## config.mk

```make
export PLATFORM = sky130hd
export DESIGN_NAME = rom_arbiter
export DESIGN_NICKNAME = d
export VERILOG_FILES = /design/src/rtl/rom_arb_pkg.sv /design/src/rtl/rom_arbiter_rom.sv /design/src/rtl/rom_arbiter.sv
export SDC_FILE = /design/constraint.sdc
export NUM_CORES = 1
export LEC_CHECK = 0
export ABC_AREA = 0
export BUFFER_PORTS_ARGS = -buffer_cell sky130_fd_sc_hd__buf_2
export CAP_MARGIN = 25
export CORE_MARGIN = 2
export CORE_UTILIZATION = 50
export CTS_BUF_LIST = sky130_fd_sc_hd__clkbuf_8
export DETAILED_ROUTE_END_ITERATION = 12
export PLACE_DENSITY = 0.77
export SYNTH_ARGS = -nofsm -noshare
export SYNTH_HDL_FRONTEND = slang
export SYNTH_SLANG_ARGS = --single-unit
```

## constraint.sdc

```tcl
create_clock -name clk -period 1.6 [get_ports clk]
set_clock_uncertainty 0.15 [all_clocks]
set_input_delay 0.4 -clock clk [delete_from_list [all_inputs] [get_ports clk]]
set_output_delay 0.4 -clock clk [all_outputs]
set_load 0.02 [all_outputs]
```

## src/rtl/rom_arb_pkg.sv

```systemverilog
// Shared types and widths for the two-port ROM arbiter.
// Holds the FSM state encoding and the requester-ID width.
package rom_arb_pkg;

  typedef enum logic {
    IDLE = 1'b0,
    RESP = 1'b1
  } state_t;

  localparam int ID_W   = 1;
  localparam int ADDR_W = 3;
  localparam int DATA_W = 8;

endpackage

```

## src/rtl/rom_arbiter_rom.sv

```systemverilog
// Shared 8-entry lookup ROM.
// Purely combinational: the data follows the address in the same cycle.
module ROM
  import rom_arb_pkg::*;
(
  input  logic [ADDR_W-1:0] addr,
  output logic [DATA_W-1:0] data
);

  always_comb begin
    data = '0;
    case (addr)
      3'd0: data = 8'h33;
      3'd1: data = 8'hCC;
      3'd2: data = 8'h55;
      3'd3: data = 8'hAA;
      3'd4: data = 8'hF0;
      3'd5: data = 8'h0F;
      3'd6: data = 8'h81;
      3'd7: data = 8'h7E;
      default: data = '0;
    endcase
  end

endmodule

```

## src/rtl/rom_arbiter.sv

```systemverilog
// Two-requester arbiter in front of one shared ROM.
// Holds one response at a time and accepts a new read when the held one is taken.
module rom_arbiter
  import rom_arb_pkg::*;
#(
  parameter int FAIR = 1
) (
  input  logic              clk,
  input  logic              rst_n,
  input  logic              req0_valid,
  input  logic [ADDR_W-1:0] req0_addr,
  output logic              req0_ready,
  output logic              rsp0_valid,
  output logic [DATA_W-1:0] rsp0_data,
  input  logic              rsp0_ready,
  input  logic              req1_valid,
  input  logic [ADDR_W-1:0] req1_addr,
  output logic              req1_ready,
  output logic              rsp1_valid,
  output logic [DATA_W-1:0] rsp1_data,
  input  logic              rsp1_ready
);

  state_t            state_q, state_d;
  logic [ID_W-1:0]   id_q, id_d;
  logic [ID_W-1:0]   last_q, last_d;
  logic [DATA_W-1:0] data_q, data_d;

  logic [ID_W-1:0]   gnt;
  logic [ADDR_W-1:0] rom_addr;
  logic [DATA_W-1:0] rom_data;
  logic              take;
  logic              accept;

  ROM u_rom (
    .addr (rom_addr),
    .data (rom_data)
  );

  always_comb begin
    // On a tie, round-robin favours whoever did not win last time.
    if (req0_valid && req1_valid) begin
      gnt = (FAIR != 0) ? ~last_q : ID_W'(0);
    end else if (req1_valid) begin
      gnt = ID_W'(1);
    end else begin
      gnt = ID_W'(0);
    end

    take   = (state_q == RESP) &&
             ((id_q == ID_W'(0)) ? rsp0_ready : rsp1_ready);
    accept = ((state_q == IDLE) || take) && (req0_valid || req1_valid);

    req0_ready = accept && req0_valid && (gnt == ID_W'(0));
    req1_ready = accept && req1_valid && (gnt == ID_W'(1));
    rom_addr   = (gnt == ID_W'(1)) ? req1_addr : req0_addr;

    state_d = state_q;
    id_d    = id_q;
    last_d  = last_q;
    data_d  = data_q;
    if (accept) begin
      state_d = RESP;
      id_d    = gnt;
      last_d  = gnt;
      data_d  = rom_data;
    end else if (take) begin
      state_d = IDLE;
      data_d  = '0;
    end
  end

  always_ff @(posedge clk or negedge rst_n) begin
    if (!rst_n) begin
      state_q <= IDLE;
      id_q    <= ID_W'(0);
      last_q  <= ID_W'(1);
      data_q  <= '0;
    end else begin
      state_q <= state_d;
      id_q    <= id_d;
      last_q  <= last_d;
      data_q  <= data_d;
    end
  end

  assign rsp0_valid = (state_q == RESP) && (id_q == ID_W'(0));
  assign rsp1_valid = (state_q == RESP) && (id_q == ID_W'(1));
  assign rsp0_data  = rsp0_valid ? data_q : '0;
  assign rsp1_data  = rsp1_valid ? data_q : '0;

endmodule

```

==> results of run 1 <==
## cells by family after synthesis
| kind of cell | share of synthesized area [%] |
|---|---|
| buffers and inverters | 5.57 |
| DFF | 32.4 |
| and+or+nand+nor | 25.7 |
| muxes | 5.87 |
| AOI/OAI and AO/OA | 17.2 |
| xor gates and xnor gates | 13.3 |
## stage by stage
stage / cell area (sq um) / std cells / utilization, %
after floorplan: 873 / 92 / -
after global placement: 1120 / 148 / 71.7
after CTS: 1460 / 160 / 93.7
after detailed placement: 1120 / 148 / 71.7
## Yosys cell counts
cell type / n / share of area [%]
and2_1: 11 / 8.1
dfrtp_1: 10 / 29
xnor2_1: 10 / 10
and3_1: 9 / 6.6
a22o_1: 6 / 6.2
mux2i_1: 5 / 5.9
nand2_1: 5 / 2.2
a21oi_1: 3 / 1.8
nor2_1: 3 / 1.3
nor2b_1: 3 / 2.2
xor2_1: 3 / 3.1
buf_2: 2 / 1.2
buf_6: 2 / 2.6
clkbuf_1: 2 / 0.88
nand2b_1: 2 / 1.5
nor3_1: 2 / 1.2
o21ai_1: 2 / 1.2
a21boi_4: 1 / 2.2
a221o_1: 1 / 1.2
a31oi_1: 1 / 0.73
buf_4: 1 / 0.88
dfstp_2: 1 / 3.1
nand2_2: 1 / 0.73
nor2_2: 1 / 0.73
nor3_2: 1 / 1.2
o21a_1: 1 / 0.88
o21ai_0: 1 / 0.59
o2bb2ai_1: 1 / 1.0
o31ai_2: 1 / 1.5
## what timing repair did
item                                    4_1_cts
endpoints found under the hold margin        10
endpoints found under the setup margin       21
pin swaps                                     6
setup buffers                                 4
cloned                                        3
resized for setup                            75
hold buffers                                  1
==> reports/qor.csv, run 1 <==
metric;value;unit
dpl hpwl;1.51;mm
Post-Syn Area per Cell;9.28;sq um
CTS Sinks;11;
FF+latch count, synth;11;
CTS Root Cell;clkbuf_8;
Die Ht;45.3;um
stage reached;global routing;
synthesized cell area;853;sq um
initial core utilization;54.7;%
GP Congestion;0.798;
Distinct cells, synth;29;
initial antenna violation count;1;
end pin of the worst setup path after global-route repair;req0_ready;
Mapped Cells;92;
Die W;45.3;um
CTS Buf Count;3;
Port Buf Inserts;31;
WEP type;top-level output;
Halt Reason;[ERROR DPL-0033] detailed placement checks failed during check placement.;
Max Buffers Root-to-Sink;2;
largest net degree at the start of global routing;12;
outcome;aborted with a tool error;
sequential area share after synthesis;32.4;%
row cnt;14;
Ys Warns;0;
syn_nets;104;
H-tree Lvls;1;
Post-Place Worst Slack;-119;ps
I/O pin count;32;
==> inputs of run 2 (changes only) <==
CORE_AREA = 2 2 63 65   (was not set)
CORE_MARGIN = not set   (was 2)
CORE_UTILIZATION = not set   (was 50)
CTS_BUF_LIST = not set   (was sky130_fd_sc_hd__clkbuf_8)
DIE_AREA = 0 0 65 67   (was not set)
PLACE_DENSITY = not set   (was 0.77)
PLACE_DENSITY_LB_ADDON = 0.15   (was not set)
==> reports/qor.csv, run 2 <==
metric;value;unit
row cnt;22;
GRT Total Usage;10.9;%
core area;3610;sq um
CP delay by family, top;flip-flops;
total congestion overflow;0;
Worst Slack Setup Final;-232;ps
Max Buffers Root-to-Sink;2;
P&R area growth vs syn;78.4;%
synthesized cell area;853;sq um
Routed Antenna Nets;0;
Total Wirelength;2.26;mm
commonest non-fill, non-tap cell in the layout;buf_6;
fin. max-slew vios;0;
asr flop ratio synth;100;%
full die area;4360;sq um
dpl hpwl;1.71;mm
design area;1520;sq um
Mapped Cells;92;
post-layout min period;1830;ps
TritonCTS clock tree;built;
Initial DRC Count;9;
GP Congestion;0.737;
EDFF count, synth;0;
Top reg by flops;data_q;
count leader, synth;and2_1;
max reg flops;8;
Synth area leaders;dfrtp_1, xnor2_1, and2_1, and3_1, a22o_1;
Critical Path Sink Type;primary output;
FF+latch count, synth;11;
initial antenna violation count;0;
Final setup viols;21;
Die Ht;67;um
Leakage Power;0.000697;uW
Max FO, Critical Path;5;
TNS Setup;-3760;ps
I/O pin count;32;
Diodes inserted;0;
CTS Buf Count;3;
outcome;finished, violations left;
failing checks;negative setup slack;
initial core utilization;23.7;%
crit-path cells;buf_6 > nor2b_4 > buf_6 > and2_4 > buf_6;
maximum VDD drop;0.000307;V
PD cells;1420;nW/um^2
DR pass1 iterations;4;
post-synth top area cell;dfrtp_1;
H-tree Lvls;1;
placed cell area;1180;sq um
setup repair after global routing missed its margin;true;
Main synth FF type;dfrtp_1;
Worst Path Required;1050;ps
largest net degree at the start of global routing;12;
sequential area share after synthesis;32.4;%
syn_nets;104;
Worst slew margin;81.8;%
Port Buf Inserts;31;
highest-count cells in the layout ignoring fill and taps;buf_6, buf_4, buf_2;
Ys Warns;0;
Worst-path clk slew;50;ps
Worst Path Buf+Inv;3;
DR vias/cell;4.32;
vias in the first global route;792;
fraction of layout cells with a size suffix above 1;60.0;%
Clk Latency, worst-skew pair;240;ps
slowest stage delay, CP;400;ps
CTS Root Cell;clkbuf_8;
CP Class;flip-flop to primary output;
worst slew pin tran;273;ps
MaxCap Viol Count;0;
first-pass GRT wire length;3.66;mm
fmax;0.546;GHz
CTS Sinks;11;
via count;834;
type of the most critical hold path;input port to flip-flop;
CP Data Arrival Time;1280;ps
Final nets;158;
Distinct cells, synth;29;
top cell type's share of synthesized area;29.3;%
final hold viol count;0;
Post-Syn Area per Cell;9.28;sq um
WL/cell;11.7;um
period utilization;114;%
CP startpoint kind;flip-flop;
synth cell count leaders;and2_1, dfrtp_1, xnor2_1, and3_1, a22o_1;
cell repeated most along the worst path;buf_6;
Die W;65;um
CP max-delay cell;dfrtp_1;
DR DRC count;0;
==> run 2: logic make-up after synthesis <==
logic type      synth area share, %
compound gates                 17.2
mux                            5.87
simple gates                   25.7
flops                          32.4
xor+xnor                       13.3
buf+inv                        5.57
==> run 2: per-layer routing <==
| layer | GRT usage, % | vias up | part of all wire [%] |
|---|---|---|---|
| li1 | - | 427 | - |
| met5 | 0 | - | 0 |
| met3 | 0 | 4 | 2.6 |
| met4 | 7.18 | 0 | 2.4 |
| met2 | 18.4 | 22 | 51 |
| met1 | 13.9 | 381 | 44 |
==> run 2: repair_timing <==
action,4_1_cts,5_1_grt
buffers inserted,5,2
gates cloned,1,1
endpoints found under the hold margin,10,0
pin swaps,4,7
gates resized for setup,49,27
setup endpoints to repair,21,27
hold buffers,1,0
==> run 2: path summary, 6_finish.rpt <==
| check | start | endpoint | slack, ps | cells past startpoint |
|---|---|---|---|---|
| min in group asynchronous | rst_n | data_q[7] | 410 | 2 |
| min | req0_valid | last_q | 330 | 3 |
| max in group asynchronous | rst_n | last_q | 620 | 2 |
| max | id_q | rsp0_data[5] | -230 | 5 |
| min reg2reg | last_q | last_q | 380 | 2 |
| max reg2reg | id_q | data_q[6] | -70 | 6 |
==> run 2: worst reg2reg max path: cells and delay by family (launching register included) <==
kind,cells,cell delay [ps]
flip-flops,1,390
multiplexers,1,280
buffers and inverters,2,250
AO/OA/AOI/OAI,1,250
AND/OR/NAND/NOR,2,240
==> run 2: area by class of cell <==
cell class                      instances  area [sq um]
Tap cell                               48          60.1
Sequential cell                        11           277
Clock buffer                            4          45.0
Multi-Input combinational cell         74           632
Timing Repair Buffer                   56           509
Fill cell                             368          2080
==> run 2: report_power, final <==
part | switching, uW | leakage, uW | total [uW] | internal [uW]
registers | 98.9 | 0.000132 | 487 | 388
clock network | 96.6 | 0.0000228 | 271 | 174
logic | 593 | 0.000542 | 1400 | 805
total | 788 | 0.000697 | 2150 | 1370
==> run 2: metrics by stage <==
stage / utilization (%) / setup WS [ps] / total power [uW] / hold WS (ps) / std cells
6_report: 42.2 / -232 / 2150 / 333 / 193
5_1_grt: 42.2 / -297 / 2290 / 359 / 193
4_1_cts: 39.5 / -236 / 2010 / 327 / 192
3_5_place_dp: 32.9 / -113 / 1400 / 133 / 182
3_3_place_gp: 32.9 / -81.6 / 1380 / 130 / 182
2_1_floorplan: - / -12.2 / 1070 / -45.6 / 92
(Power assumes the default switching activity.)
==> inputs of run 3 (changes only) <==
REMOVE_ABC_BUFFERS = 1   (was not set)
==> reports/qor.csv, run 3 (synthesized netlist as in run 2, its figures left out) <==
metric;value;unit
outcome;finished, violations left;
failing checks;negative setup slack;
TritonCTS clock tree;built;
full die area;4360;sq um
slowest stage delay, CP;400;ps
GP Congestion;0.737;
crit-path cells;mux2i_2 > and2_4 > nor3_4 > buf_6;
post-layout min period;1840;ps
largest net degree at the start of global routing;12;
CP max-delay cell;dfrtp_1;
P&R area growth vs syn;76.2;%
initial core utilization;23.7;%
register area;277;sq um
highest-count cells in the layout ignoring fill and taps;buf_6, buf_4, and2_4, buf_2;
setup repair after global routing missed its margin;true;
Leakage Power;0.000689;uW
DR DRC count;0;
Routed Antenna Nets;0;
TNS Setup;-3540;ps
first-pass GRT wire length;3.50;mm
I/O pin count;32;
via count;809;
GR Layer Usage met1;13.6;%
GRT Max-Usage Layer;met2;
met2 Usage GRT;16.8;%
Die W;65;um
initial antenna violation count;0;
met3 usage;1.35;%
Port Buf Inserts;31;
max reg flops;8;
worst slew pin tran;225;ps
DR vias/cell;4.24;
final hold viol count;0;
Final nets;156;
Max FO, Critical Path;2;
row cnt;22;
Die Ht;67;um
fmax;0.542;GHz
Worst Slack Setup Final;-244;ps
fraction of layout cells with a size suffix above 1;58.7;%
period utilization;115;%
Initial DRC Count;16;
Critical Path Sink Type;primary output;
Final Non-Filler Cells;191;
WL/cell;11.4;um
vias in the first global route;765;
Top reg by flops;data_q;
CP Data Arrival Time;1290;ps
Worst slew margin;84.7;%
commonest non-fill, non-tap cell in the layout;buf_6;
maximum VDD drop;0.000321;V
MaxCap Viol Count;0;
CP Class;flip-flop to primary output;
core area;3610;sq um
H-tree Lvls;1;
CP startpoint kind;flip-flop;
fin. max-slew vios;0;
GRT Total Usage;10.6;%
Worst Path Required;1050;ps
Placed Cells incl. Taps;178;
Max Buffers Root-to-Sink;2;
DR pass1 iterations;3;
PD cells;1440;nW/um^2
type of the most critical hold path;input port to flip-flop;
Total Wirelength;2.18;mm
CTS Root Cell;clkbuf_8;
Diodes inserted;0;
dpl hpwl;1.64;mm
area of the multi-input gates;624;sq um
fill cell count;353;
CTS Buf Count;3;
Clk Latency, worst-skew pair;230;ps
total congestion overflow;0;
Worst-path clk slew;50;ps
CTS Sinks;11;
Final setup viols;21;
## run 3: metal layers
| layer | share of wire, % | vias up |
|---|---|---|
| met4 | 1.2 | 0 |
| li1 | - | 419 |
| met5 | 0 | - |
| met2 | 48 | 23 |
| met3 | 3.9 | 2 |
| met1 | 47 | 365 |
## run 3: final timing paths
kind / from / to / slack [ps] / cells past startpoint
worst max-delay path: id_q / req0_ready / -240 / 4
worst min-delay path: req0_valid / last_q / 240 / 2
worst max register to register: id_q / data_q[6] / -60 / 6
worst min register to register: data_q[0] / data_q[0] / 390 / 1
max in group asynchronous: rst_n / last_q / 620 / 2
min in group asynchronous: rst_n / data_q[7] / 420 / 2
## run 3: metrics by stage
| stage | hold WS (ps) | power, uW | area (sq um) | utilization, % | setup WS [ps] |
|---|---|---|---|---|---|
| global route | 247 | 2300 | 1500 | 41.7 | -298 |
| detailed placement | 132 | 1360 | 1140 | 31.6 | -114 |
| CTS | 238 | 1930 | 1360 | 37.6 | -221 |
| floorplan | -45.6 | 998 | 806 | - | -271 |
| finish | 242 | 2170 | 1500 | 41.7 | -244 |
| global placement | 130 | 1350 | 1140 | 31.6 | -72.5 |
## run 3: timing repair
item,4_1_cts,5_1_grt
hold buffers,1,0
gates cloned,1,1
setup buffers,4,4
pin swaps,3,1
gates resized for setup,41,35
hold endpoints to repair,10,0
endpoints found under the setup margin,20,28
## run 3: layout make-up
type,count,share of cell area [%]
Tap cell,48,3.99
Timing Repair Buffer,54,33.1
Sequential cell,11,18.4
Multi-Input combinational cell,74,41.5
Clock buffer,4,3.00
## run 3: worst max-delay path: cells and delay by family, from the launching register on
kind	cells	cell delay (ps)
DFF	1	400
muxes	1	180
buffers and inverters	1	150
and+or+nand+nor	2	330
## run 3: report_power, final
part,switching (uW),internal [uW],total (uW)
clock network,94.8,174,269
registers,95.6,387,483
logic,591,827,1420
total,781,1390,2170
==> inputs of run 4 (changes only) <==
PLACE_DENSITY = 0.42   (was not set)
PLACE_DENSITY_LB_ADDON = not set   (was 0.15)
==> reports/qor.csv, run 4 (synthesized netlist as in run 2, its figures left out) <==
metric;value;unit
outcome;finished, violations left;
failing checks;negative setup slack;
Clock power frac;15.0;%
Switching Fraction;38.8;%
GP Congestion;0.806;
design area;1280;sq um
Internal Power;1080;uW
combinational power share;58.0;%
hold path start;req0_valid;
full die area;4360;sq um
commonest non-fill, non-tap cell in the layout;buf_2;
Sw Pwr;686;uW
CP Data Arrival Time;1300;ps
WL/cell;11.0;um
CTS Root Cell;clkbuf_8;
Die Ht;67;um
Leakage Power;0.000630;uW
highest-count cells in the layout ignoring fill and taps;buf_2, buf_4, buf_6;
CP Class;flip-flop to primary output;
dpl hpwl;1.71;mm
Routed Antenna Nets;0;
via count;794;
core area;3610;sq um
Port Buf Inserts;31;
post-layout min period;1850;ps
PD cells;1380;nW/um^2
vias in the first global route;769;
worst slew pin tran;206;ps
max reg flops;8;
CP max-delay cell;dfrtp_1;
Die W;65;um
setup repair after global routing missed its margin;true;
path depth of the worst reg2reg path;6;
flop2flop setup slack;-70;ps
fraction of layout cells with a size suffix above 1;43.5;%
initial core utilization;23.7;%
Placed Cells incl. Taps;178;
fin. max-slew vios;0;
GRT Total Usage;9.65;%
WHS Endpoint;last_q;
Worst slew margin;85.9;%
cell repeated most along the worst path;buf_4;
DR DRC count;0;
MaxCap Viol Count;0;
Worst R2R End;data_q[6];
Critical Path Sink Type;primary output;
placed cell area;1130;sq um
row cnt;22;
type of the most critical hold path;input port to flip-flop;
DR vias/cell;4.27;
initial antenna violation count;0;
sequential power share;27.1;%
fmax;0.540;GHz
Final Non-Filler Cells;186;
CTS Buf Count;3;
RR Startpoint;id_q;
largest net degree at the start of global routing;12;
total congestion overflow;0;
fill cell count;382;
Worst Path Required;1050;ps
CTS Sinks;11;
period utilization;116;%
register area;278;sq um
Initial DRC Count;19;
TritonCTS clock tree;built;
crit-path cells;buf_4 > nor2b_1 > buf_4 > and2_1 > buf_6;
P&R area growth vs syn;50.4;%
fin util;35.6;%
H-tree Lvls;1;
Diodes inserted;0;
Max Buffers Root-to-Sink;2;
DR pass1 iterations;2;
total power;1770;uW
slowest stage delay, CP;410;ps
Max FO, Critical Path;9;
Worst Slack Setup Final;-251;ps
Clk Latency, worst-skew pair;230;ps
Final nets;151;
hold depth;2;
area of the multi-input gates;539;sq um
Top reg by flops;data_q;
first-pass GRT wire length;3.33;mm
final hold viol count;0;
maximum VDD drop;0.000270;V
CP startpoint kind;flip-flop;
I/O pin count;32;
Worst-path clk slew;50;ps
Final setup viols;21;
Min Hold Slack;282;ps
Total Wirelength;2.04;mm
-- run 4: cell count changes in the layout (fill, tap and decap cells not counted), moves of 4 or more --
cell    previous run  this run
buf_6             28        11
and3_4             9         0
and3_1             0         9
buf_4             13        17
and2_4            11         2
buf_2             11        20
and2_1             0         9
-- run 4: final cells by class --
cell class	instances	share of cell area, %
timing repair buffer	49	28.2
sequential	11	21.6
tap	48	4.68
clock buffer	4	3.51
multi-input combinational	74	42.0
-- run 4: how the worst max path moves through the flow --
stage | start | slack, ps | cells past startpoint | end
after floorplan | state_q | -270 | 2 | rsp0_data[0]
after global placement | rsp1_ready | -60 | 5 | req0_ready
after detailed placement | id_q | -80 | 4 | req0_ready
after CTS | id_q | -270 | 5 | rsp0_data[5]
after global routing | id_q | -320 | 4 | req0_ready
final | id_q | -250 | 5 | rsp0_data[5]
-- run 4: power groups by stage --
stage / combinational [uW] / clock [uW] / sequential (uW)
2_1_floorplan: 538 / 0 / 460
3_5_place_dp: 878 / 0 / 485
4_1_cts: 1000 / 271 / 479
5_1_grt: 1110 / 284 / 492
6_report: 1030 / 264 / 478
3_3_place_gp: 864 / 0 / 474
-- run 4: worst max-delay path: cells and delay by family, from the launching register on --
kind	cells	cell delay [ps]
simple gates	2	250
flops	1	410
buf+inv	3	410
-- run 4: repair_timing --
item	in CTS	in global routing
resized for setup	19	7
buffers inserted	3	0
hold endpoints to repair	10	0
endpoints found under the setup margin	21	22
hold buffers	1	0
pin swaps	1	0
-- run 4: per-layer routing --
| layer | GRT usage [%] | wire length [um] |
|---|---|---|
| met5 | 0 | 0 |
| met4 | 5.59 | 29 |
| met3 | 0.507 | 85 |
| met2 | 17.7 | 1010 |
| met1 | 11.1 | 915 |
-- run 4: metrics by stage --
stage | setup TNS [ps] | setup WS, ps
2_1_floorplan | -2320 | -271
3_3_place_gp | -101 | -61.9
3_5_place_dp | -179 | -80.1
4_1_cts | -3460 | -268
5_1_grt | -4330 | -317
6_report | -3160 | -251
